### src/rtl/csr_pkg.sv
// -----------------------------------------------------------------------------
// csr_pkg
// Shared definitions for the CSR access controller:
//   csr_op_e    - operation encoding presented to the CSR file
//   csr_state_e - access controller FSM states
//   F3_*        - CSR instruction funct3 values and funct3[1:0] kinds
//   CSR_RO_BITS - addr[11:10] pattern marking a read-only CSR
// -----------------------------------------------------------------------------
package csr_pkg;

    typedef enum logic [1:0] {
        CSR_OP_READ  = 2'b00,
        CSR_OP_WRITE = 2'b01,
        CSR_OP_SET   = 2'b10,
        CSR_OP_CLEAR = 2'b11
    } csr_op_e;

    typedef enum logic [1:0] {
        ST_IDLE   = 2'b00,
        ST_ACCESS = 2'b01,
        ST_RESP   = 2'b10
    } csr_state_e;

    // Full funct3 values of the Zicsr instructions
    localparam logic [2:0] F3_RSVD_REG = 3'b000;
    localparam logic [2:0] F3_CSRRW    = 3'b001;
    localparam logic [2:0] F3_CSRRS    = 3'b010;
    localparam logic [2:0] F3_CSRRC    = 3'b011;
    localparam logic [2:0] F3_RSVD_IMM = 3'b100;
    localparam logic [2:0] F3_CSRRWI   = 3'b101;
    localparam logic [2:0] F3_CSRRSI   = 3'b110;
    localparam logic [2:0] F3_CSRRCI   = 3'b111;

    // funct3[1:0] selects the operation kind, funct3[2] the operand form
    localparam logic [1:0] F3_KIND_NONE  = 2'b00;
    localparam logic [1:0] F3_KIND_WRITE = 2'b01;
    localparam logic [1:0] F3_KIND_SET   = 2'b10;
    localparam logic [1:0] F3_KIND_CLEAR = 2'b11;

    localparam logic [1:0] CSR_RO_BITS = 2'b11;

endpackage

### src/rtl/csr_req_decode.sv
// -----------------------------------------------------------------------------
// csr_req_decode
// Purely combinational decode of a CSR instruction into the CSR file
// operation, its write operand and the illegal-instruction flag.
// Ports:
//   funct3     in  3   CSR instruction funct3
//   rs1_data   in  32  register-form operand
//   zimm       in  5   immediate-form operand
//   rs1_is_x0  in  1   register form names x0
//   addr_hi    in  4   CSR address bits [11:8] (access class + min privilege)
//   priv       in  2   current privilege level
//   op         out 2   operation for the CSR file
//   operand    out 32  write operand
//   illegal    out 1   instruction must trap
// -----------------------------------------------------------------------------
module csr_req_decode
    import csr_pkg::*;
(
    input  logic [2:0]  funct3,
    input  logic [31:0] rs1_data,
    input  logic [4:0]  zimm,
    input  logic        rs1_is_x0,
    input  logic [3:0]  addr_hi,
    input  logic [1:0]  priv,
    output csr_op_e     op,
    output logic [31:0] operand,
    output logic        illegal
);

    logic imm_form;
    logic src_zero;
    logic writes;
    logic priv_fault;
    logic ro_fault;

    always_comb begin
        imm_form = funct3[2];
        operand  = imm_form ? {27'b0, zimm} : rs1_data;
        // A zero source makes SET/CLEAR a pure read; CSRRW still writes.
        src_zero = imm_form ? (zimm == '0) : rs1_is_x0;

        case (funct3[1:0])
            F3_KIND_WRITE: op = CSR_OP_WRITE;
            F3_KIND_SET:   op = src_zero ? CSR_OP_READ : CSR_OP_SET;
            F3_KIND_CLEAR: op = src_zero ? CSR_OP_READ : CSR_OP_CLEAR;
            default:       op = CSR_OP_READ;
        endcase

        writes     = (op != CSR_OP_READ);
        priv_fault = (priv < addr_hi[1:0]);
        ro_fault   = writes && (addr_hi[3:2] == CSR_RO_BITS);
        illegal    = (funct3[1:0] == F3_KIND_NONE) || priv_fault || ro_fault;
    end

endmodule

### src/rtl/csr_access_ctrl.sv
// -----------------------------------------------------------------------------
// csr_access_ctrl
// Sequences one CSR instruction at a time between the pipeline and the CSR
// file: accept (IDLE) -> one-cycle CSR file access (ACCESS) -> hold the
// response until consumed (RESP). Illegal requests skip ACCESS entirely.
// Ports:
//   clk, reset              clock, asynchronous active-high reset
//   req_valid/req_ready     request handshake (ready only in IDLE)
//   req_funct3, req_addr    instruction funct3 and target CSR address
//   req_rs1_data, req_zimm  register / immediate operands
//   req_rs1_is_x0           rs1 field is x0
//   req_priv                current privilege level
//   flush                   kill of the in-flight CSR instruction
//   csr_op, csr_addr,       CSR file command (non-READ only in ACCESS)
//   csr_wdata
//   csr_rdata               CSR file old value, same-cycle
//   resp_valid/resp_ready   response handshake
//   resp_rdata              old CSR value (0 when illegal)
//   resp_illegal            illegal-instruction flag
// -----------------------------------------------------------------------------
module csr_access_ctrl
    import csr_pkg::*;
(
    input  logic        clk,
    input  logic        reset,
    input  logic        req_valid,
    output logic        req_ready,
    input  logic [2:0]  req_funct3,
    input  logic [11:0] req_addr,
    input  logic [31:0] req_rs1_data,
    input  logic [4:0]  req_zimm,
    input  logic        req_rs1_is_x0,
    input  logic [1:0]  req_priv,
    input  logic        flush,
    output logic [1:0]  csr_op,
    output logic [11:0] csr_addr,
    output logic [31:0] csr_wdata,
    input  logic [31:0] csr_rdata,
    output logic        resp_valid,
    input  logic        resp_ready,
    output logic [31:0] resp_rdata,
    output logic        resp_illegal
);

    csr_state_e  state;
    csr_op_e     op_q;
    logic [11:0] addr_q;
    logic [31:0] wdata_q;

    csr_op_e     dec_op;
    logic [31:0] dec_operand;
    logic        dec_illegal;
    logic        accept;

    csr_req_decode u_decode (
        .funct3    (req_funct3),
        .rs1_data  (req_rs1_data),
        .zimm      (req_zimm),
        .rs1_is_x0 (req_rs1_is_x0),
        .addr_hi   (req_addr[11:8]),
        .priv      (req_priv),
        .op        (dec_op),
        .operand   (dec_operand),
        .illegal   (dec_illegal)
    );

    assign accept = req_valid && req_ready && !flush;

    always_ff @(posedge clk or posedge reset) begin
        if (reset) begin
            state        <= ST_IDLE;
            req_ready    <= 1'b1;
            resp_valid   <= 1'b0;
            resp_illegal <= 1'b0;
            resp_rdata   <= '0;
            op_q         <= CSR_OP_READ;
            addr_q       <= '0;
            wdata_q      <= '0;
        end else begin
            case (state)
                ST_IDLE: begin
                    if (accept) begin
                        req_ready <= 1'b0;
                        if (dec_illegal) begin
                            // Trap straight to the response; CSR file untouched.
                            state        <= ST_RESP;
                            resp_valid   <= 1'b1;
                            resp_illegal <= 1'b1;
                            resp_rdata   <= '0;
                        end else begin
                            state        <= ST_ACCESS;
                            resp_illegal <= 1'b0;
                            op_q         <= dec_op;
                            addr_q       <= req_addr;
                            wdata_q      <= dec_operand;
                        end
                    end
                end

                ST_ACCESS: begin
                    if (flush) begin
                        state     <= ST_IDLE;
                        req_ready <= 1'b1;
                    end else begin
                        state      <= ST_RESP;
                        resp_valid <= 1'b1;
                        resp_rdata <= csr_rdata;
                    end
                end

                ST_RESP: begin
                    // resp_ready and flush together is one completion.
                    if (resp_ready || flush) begin
                        state      <= ST_IDLE;
                        resp_valid <= 1'b0;
                        req_ready  <= 1'b1;
                    end
                end

                default: begin
                    state      <= ST_IDLE;
                    req_ready  <= 1'b1;
                    resp_valid <= 1'b0;
                end
            endcase
        end
    end

    // The CSR command is decoded from the registered state so that a flush
    // arriving during ACCESS can still suppress the write in that same cycle.
    always_comb begin
        csr_op    = CSR_OP_READ;
        csr_wdata = '0;
        csr_addr  = addr_q;
        if (state == ST_ACCESS) begin
            csr_wdata = wdata_q;
            if (!flush) begin
                csr_op = op_q;
            end
        end
    end

endmodule

### config.mk
export PLATFORM = sky130hd
export DESIGN_NAME = csr_access_ctrl
export DESIGN_NICKNAME = d
export VERILOG_FILES = /design/src/rtl/csr_pkg.sv /design/src/rtl/csr_req_decode.sv /design/src/rtl/csr_access_ctrl.sv
export SDC_FILE = /design/constraint.sdc
export NUM_CORES = 1
export LEC_CHECK = 0
export BUFFER_PORTS_ARGS = -buffer_cell sky130_fd_sc_hd__buf_2
export CAP_MARGIN = 20
export CORE_MARGIN = 1.5
export CORE_UTILIZATION = 47
export DETAILED_ROUTE_END_ITERATION = 8
export PLACE_DENSITY = 0.8
export SLEW_MARGIN = 10
export SYNTH_ARGS = -nofsm -noshare
export SYNTH_HDL_FRONTEND = slang
export SYNTH_HIERARCHICAL = 1
export SYNTH_SLANG_ARGS = --single-unit
### constraint.sdc
create_clock -name clk -period 2.5 [get_ports clk]
set_input_delay 0 -clock clk [delete_from_list [all_inputs] [get_ports clk]]
set_output_delay 0 -clock clk [all_outputs]
set_load 0.02 [all_outputs]
### Word level (Yosys, flattened, before mapping)

Index checks and enable logic that the tools add are counted.

| operators by class | value |
|---|---|
| add/sub/neg operators | 0 |
| multiply operators | 0 |
| div/mod/pow operators | 0 |
| $lt $le $gt $ge | 1 |
| eq/ne operators | 11 |
| shift-type cells | 0 |
| multiplexer cells | 27 |
| bitwise operators | 1 |
| reduce and logical (&&, ||, !) cells | 18 |

Operators with widths:

| operator | number |
|---|---|
| 32-bit two-way mux | 5 |
| 32-bit one-hot mux with 2 select lines | 1 |
| 2-bit two-way mux | 8 |
| 2-bit one-hot mux with 3 select lines | 2 |
| 2-bit != test (second input constant) | 5 |
| 1-bit two-way mux | 9 |
| 2-bit equality test (second input constant) | 4 |
| 4-bit AND reduction | 2 |
| 1-bit one-hot mux with 3 select lines | 2 |
| 3-bit AND reduction | 2 |
| 5-bit logical NOT | 1 |
| 2-bit by 1-bit equality test with 1-bit output (second input constant) | 2 |
| 2-bit logical NOT | 2 |
| 2-bit AND reduction | 2 |
| 2-bit nonzero test | 2 |
| 1-bit logical AND | 3 |
| 1-bit logical OR | 3 |
| 2-bit < comparator | 1 |
| 1-bit logical NOT | 1 |
| 1-bit inverter | 1 |

| storage, ports and cells | value |
|---|---|
| register bits after elaboration | 83 |
| bits in latches | 0 |
| RAM bits | 0 |
| memory bits (read-only) | 0 |
| input port bits | 92 |
| logic and storage cells | 66 |
| memories | 0 |

### Logic depth before layout (Yosys ltp)

| logic depth | value |
|---|---|
| depth in word-level cells | 10 |
| mapped depth | 9 |
| mapped depth without buffers | 7 |

### Cells and area by module

The synthesis kept the hierarchy.

Modules (own cells, without submodules):

| module | times used | cells each | area an instance (sq um) | seq. area each (sq um) |
|---|---|---|---|---|
| csr_access_ctrl | 1 | 233 | 3417.0 | 2078.2 |
| csr_req_decode | 1 | 49 | 331.6 | 0.0 |

### Worst setup path before layout

OpenSTA, ideal clock, no wires.

| timing | value |
|---|---|
| kind | input port to flip-flop |
| start point | in req_zimm[3] |
| end point | reg addr_q[0], in the netlist csr_addr[0] |
| library setup time | 0.125 ns |
| arrival | 1.835 ns |
| required time | 2.375 ns |
| path slack | 0.540 ns |
| cell stages on the path | 7 |
| path buffers | 2 |
| cells stage by stage | nor4b_2 -> a21oi_1 -> a311o_1 -> or4_4 -> buf_6 -> buf_6 -> mux2_4 |

| between the ends | value |
|---|---|
| word-level cells in the longest chain between the ends | 9 |
| elaborated cells on any way between the ends | 10 |
| classes of those cells | mux (4); bitwise (1); reduce/logical (5) |

Ends and longest elaborated chain:

| item | line | text |
|---|---|---|
| start, declared | csr_access_ctrl.sv:31 | `input logic [4:0] req_zimm,` |
| 5-bit logical NOT (*) | csr_req_decode.sv:40 | `src_zero = imm_form ? (zimm == '0) : rs1_is_x0;` |
| 1-bit two-way mux (*) | csr_req_decode.sv:40 |  |
| 2-bit two-way mux, on equally long branches | csr_req_decode.sv:45, csr_req_decode.sv:44 |  |
| 2-bit one-hot mux with 3 select lines (*) | csr_req_decode.sv:42 | `case (funct3[1:0])` |
| 2-bit nonzero test (*) | csr_req_decode.sv:49 | `writes = (op != CSR_OP_READ);` |
| 1-bit logical AND (*) | csr_req_decode.sv:51 | `ro_fault = writes && (addr_hi[3:2] == CSR_RO_BITS);` |
| 1-bit logical OR (*) | csr_req_decode.sv:52 | `illegal = (funct3[1:0] == F3_KIND_NONE) \|\| priv_fault \|\| ro_fault;` |
| named net dec_illegal | csr_access_ctrl.sv:52 | `logic dec_illegal;` |
| 1-bit inverter (no source line) (*) | - |  |
| 3-bit AND reduction (no source line) (*) | - |  |
| end signal, assigned | csr_access_ctrl.sv:94 | `addr_q <= req_addr;` |
| end, declared | csr_access_ctrl.sv:47 | `logic [11:0] addr_q;` |

The timed path passes the listed nets; every way through them passes the cells marked *.
A chain may end at the register's enable or synchronous reset.

### Final worst setup path

| timing | value |
|---|---|
| start point | in req_addr[9] |
| end point | reg state[1] |

| between the ends | value |
|---|---|
| word-level cells in the longest chain between the ends | 6 |

Ends and longest elaborated chain:

| item | line | text |
|---|---|---|
| start, declared | csr_access_ctrl.sv:29 | `input logic [11:0] req_addr,` |
| 2-bit < comparator | csr_req_decode.sv:50 | `priv_fault = (priv < addr_hi[1:0]);` |
| 1-bit logical OR (2 in series) | csr_req_decode.sv:52 |  |
| named net dec_illegal | csr_access_ctrl.sv:52 |  |
| 2-bit two-way mux | csr_access_ctrl.sv:84 | `if (dec_illegal) begin` |
| 2-bit two-way mux | csr_access_ctrl.sv:82 | `if (accept) begin` |
| 2-bit one-hot mux with 3 select lines | csr_access_ctrl.sv:80 | `case (state)` |
| end signal, assigned | csr_access_ctrl.sv:86 | `state <= ST_RESP;` |
| end signal, assigned | csr_access_ctrl.sv:91 | `state <= ST_ACCESS;` |
| end signal, assigned | csr_access_ctrl.sv:102 | `state <= ST_IDLE;` |
| end, declared | csr_access_ctrl.sv:45 | `csr_state_e state;` |

The timed path passes the listed nets, and every way through them passes these cells. The select of a mux whose other input is x is not followed.

==> metrics <==
result of the run completed; Max stage delay on crit path 570 ps; Syn. warnings 6; top post-synthesis cells by area dfrtp_1, mux2_4, a22o_1, mux2_2, and2_1; detailed router's first-iteration violation count 97; DR pass1 iterations 4; P_leak 3.076 nW; initial antenna violation count 0; mean post-synth cell area 13.29 µm²; placed insts 546; Setup CP Type in2reg; total CTS buffers 9; clock sinks 83; Post-CTS Setup Bufs 0; area leader, netlist dfrtp_1; commonest non-fill, non-tap cells in the layout buf_2, dfrtp_1, dlygate4sd3_1; die width 92.31 µm; final hold vios 0; CP arrival 2590 ps; # diodes 0; Worst Path Max Fanout 34; total wire length 9.649 mm; part of the power in registers 0.523; FP Rows 32; Layout Cells excl Fill 621; Clk Latency, worst-skew pair 350 ps; crit-path most repeated cell dlygate4sd3_1; wire length of the first global-routing pass 15.27 mm; distinct cell type count after synthesis 28; Final nets 607; RSZ-0062 raised after global routing no; largest net degree at the start of global routing 35; placed cell areas 4730 µm²; drt via density 4.932; crit path cell chain dlygate4sd3_1 > buf_2 > inv_1 > ha_1 > a21oi_1 > a311o_1 > nand3_1 > a21o_1 > buf_4 > o41ai_1 > dlygate4sd3_1; Final Setup Violations 0; Max clock buf depth 2; clock power share 0.311; Post-CTS Resized 0; TNS Setup 0 ps; WP buf/inv 5; ANT nets after route 0; Root Driver clkbuf_8; share of layout cells above drive strength 1 0.4894; f_max 425.5 MHz; required time of the critical path 2740 ps; all-layer global routing usage 0.2331; RePlAce Congestion 0.7894; worst slew pin tran 396.2 ps; vias 3063; Final Critical Period 2350 ps; vias in the first global route 3202; Wirelength per Cell 15.54 µm; Power Total 0.002809 W; CP endpoint kind register; CP top delay family buffers and inverters; most common cell after layout, fill and taps aside buf_2; fin crit share 0.9401; post-synthesis register bit count 83; DP HPWL 6.158 mm; Int Power 0.002035 W; Relative slew margins 0.7359; DIE HEIGHT 92.31 µm; CP max-delay cell dlygate4sd3_1; maximum vdd drop 330.0 µV; total gr overflow 0; post-route cell area 5497 µm²; Core Area 7727 µm²; Switching Fraction 0.2755; combinational share of power 0.167; Initial Util 0.4851; Area Overhead vs Synth 46.63%; # DRC 0; Syn Nets 375; CTS tree built; cts-stage hold buffer count 59; Syn Std Cell Area 3749 µm²; Clock Pin Slew Worst Setup and Hold Paths 90 ps; HP Class in2reg; Gate Count Post-Synth 282; CTS H-tree depth 3; post-synth top area share 0.5474; Final Max Tran Viols 0; crit start category primary input; max-cap violations 0; net switching power 0.0007739 W; register area share after synthesis 0.5544; clk_skew 10.19 ps; pwr dens 511.0 nW/µm²; io pins 173; Port Buffer Count 172; Die Area 8520 µm²
## registers in the layout (all words and copies together) (netlist names)
name / cells
wdata_q: 32
resp_rdata: 32
state: 2
resp_illegal: 1
csr_addr: 12
req_ready: 1
op_q: 2
resp_valid: 1
## cell usage after synthesis, drive strengths merged
master  number
a211oi       1
a21o         1
a21oi        4
a22o        32
a311o        1
and2        35
buf          6
clkbuf      13
dfrtp       82
dfstp        1
ha           1
inv          6
mux2        52
nand2        3
nand2b       2
nand3        1
nor2         4
nor2b       28
nor3         2
nor4         1
nor4b        2
o21a         1
o41ai        1
or2          1
or4          1
## worst register-to-register path, stage by stage (launching register included)
cell,delay [ps]
dfstp_2,590
nand2_1,80
or4_4,610
buf_12,220
mux2_4,310
## stage by stage
step | setup slack (ps) | util | hold WS, ps
2_1_floorplan | 364.9 | - | 84.03
3_3_place_gp | 308.1 | 0.6120 | -20.19
6_report | 149.7 | 0.7113 | 9.643
4_1_cts | 148.0 | 0.7113 | 1.022
3_5_place_dp | 251.7 | 0.6120 | -8.458
5_1_grt | 39.41 | 0.7113 | 0.01055
## power by group through the flow
| stage | clock network, W | registers, W | logic (W) |
|---|---|---|---|
| global route | 0.000964 | 0.00148 | 0.000501 |
| CTS | 0.000897 | 0.00147 | 0.000465 |
| global placement | 0 | 0.00149 | 0.000385 |
| detailed placement | 0 | 0.00149 | 0.000397 |
| finish | 0.000873 | 0.00147 | 0.000468 |
| floorplan | 0 | 0.00157 | 0.000137 |
## area by class of cell
class	count	area [µm²]
clock buffers	9	123.9
clock inverters	7	52.55
well taps	102	127.6
inverters	6	23.77
fillers	557	2231
flip-flops and latches	83	2078
multi-input cells	174	1546
repair buffers	240	1544
## kinds of logic after synthesis
family          share of synthesized area
flops                              0.5544
compound gates                    0.09112
simple gates                       0.1322
mux                                0.1852
fa+ha+maj                        0.003337
buf+inv                           0.03371
## worst paths after layout
check / depth (start not counted) / start / end / slack [ps]
max in group asynchronous: 4 / reset / req_ready / 1610
setup / recovery: 11 / req_addr[9] / state[1] / 150
min in group asynchronous: 3 / reset / wdata_q[28] / 150
hold reg to reg: 1 / resp_rdata[5] / resp_rdata[5] / 500
setup reg to reg: 4 / req_ready / wdata_q[24] / 580
hold / removal: 3 / req_rs1_data[22] / wdata_q[22] / 10
## layer usage
layer / vias to the layer above / track usage / share of wire
met2: 120 / 0.4099 / 0.51
met3: 22 / 0.05829 / 0.054
met5: - / 0 / 0
met1: 1480 / 0.2732 / 0.40
li1: 1441 / - / -
met4: 0 / 0.08846 / 0.028
Note: power is estimated with default switching activity, not from simulation.
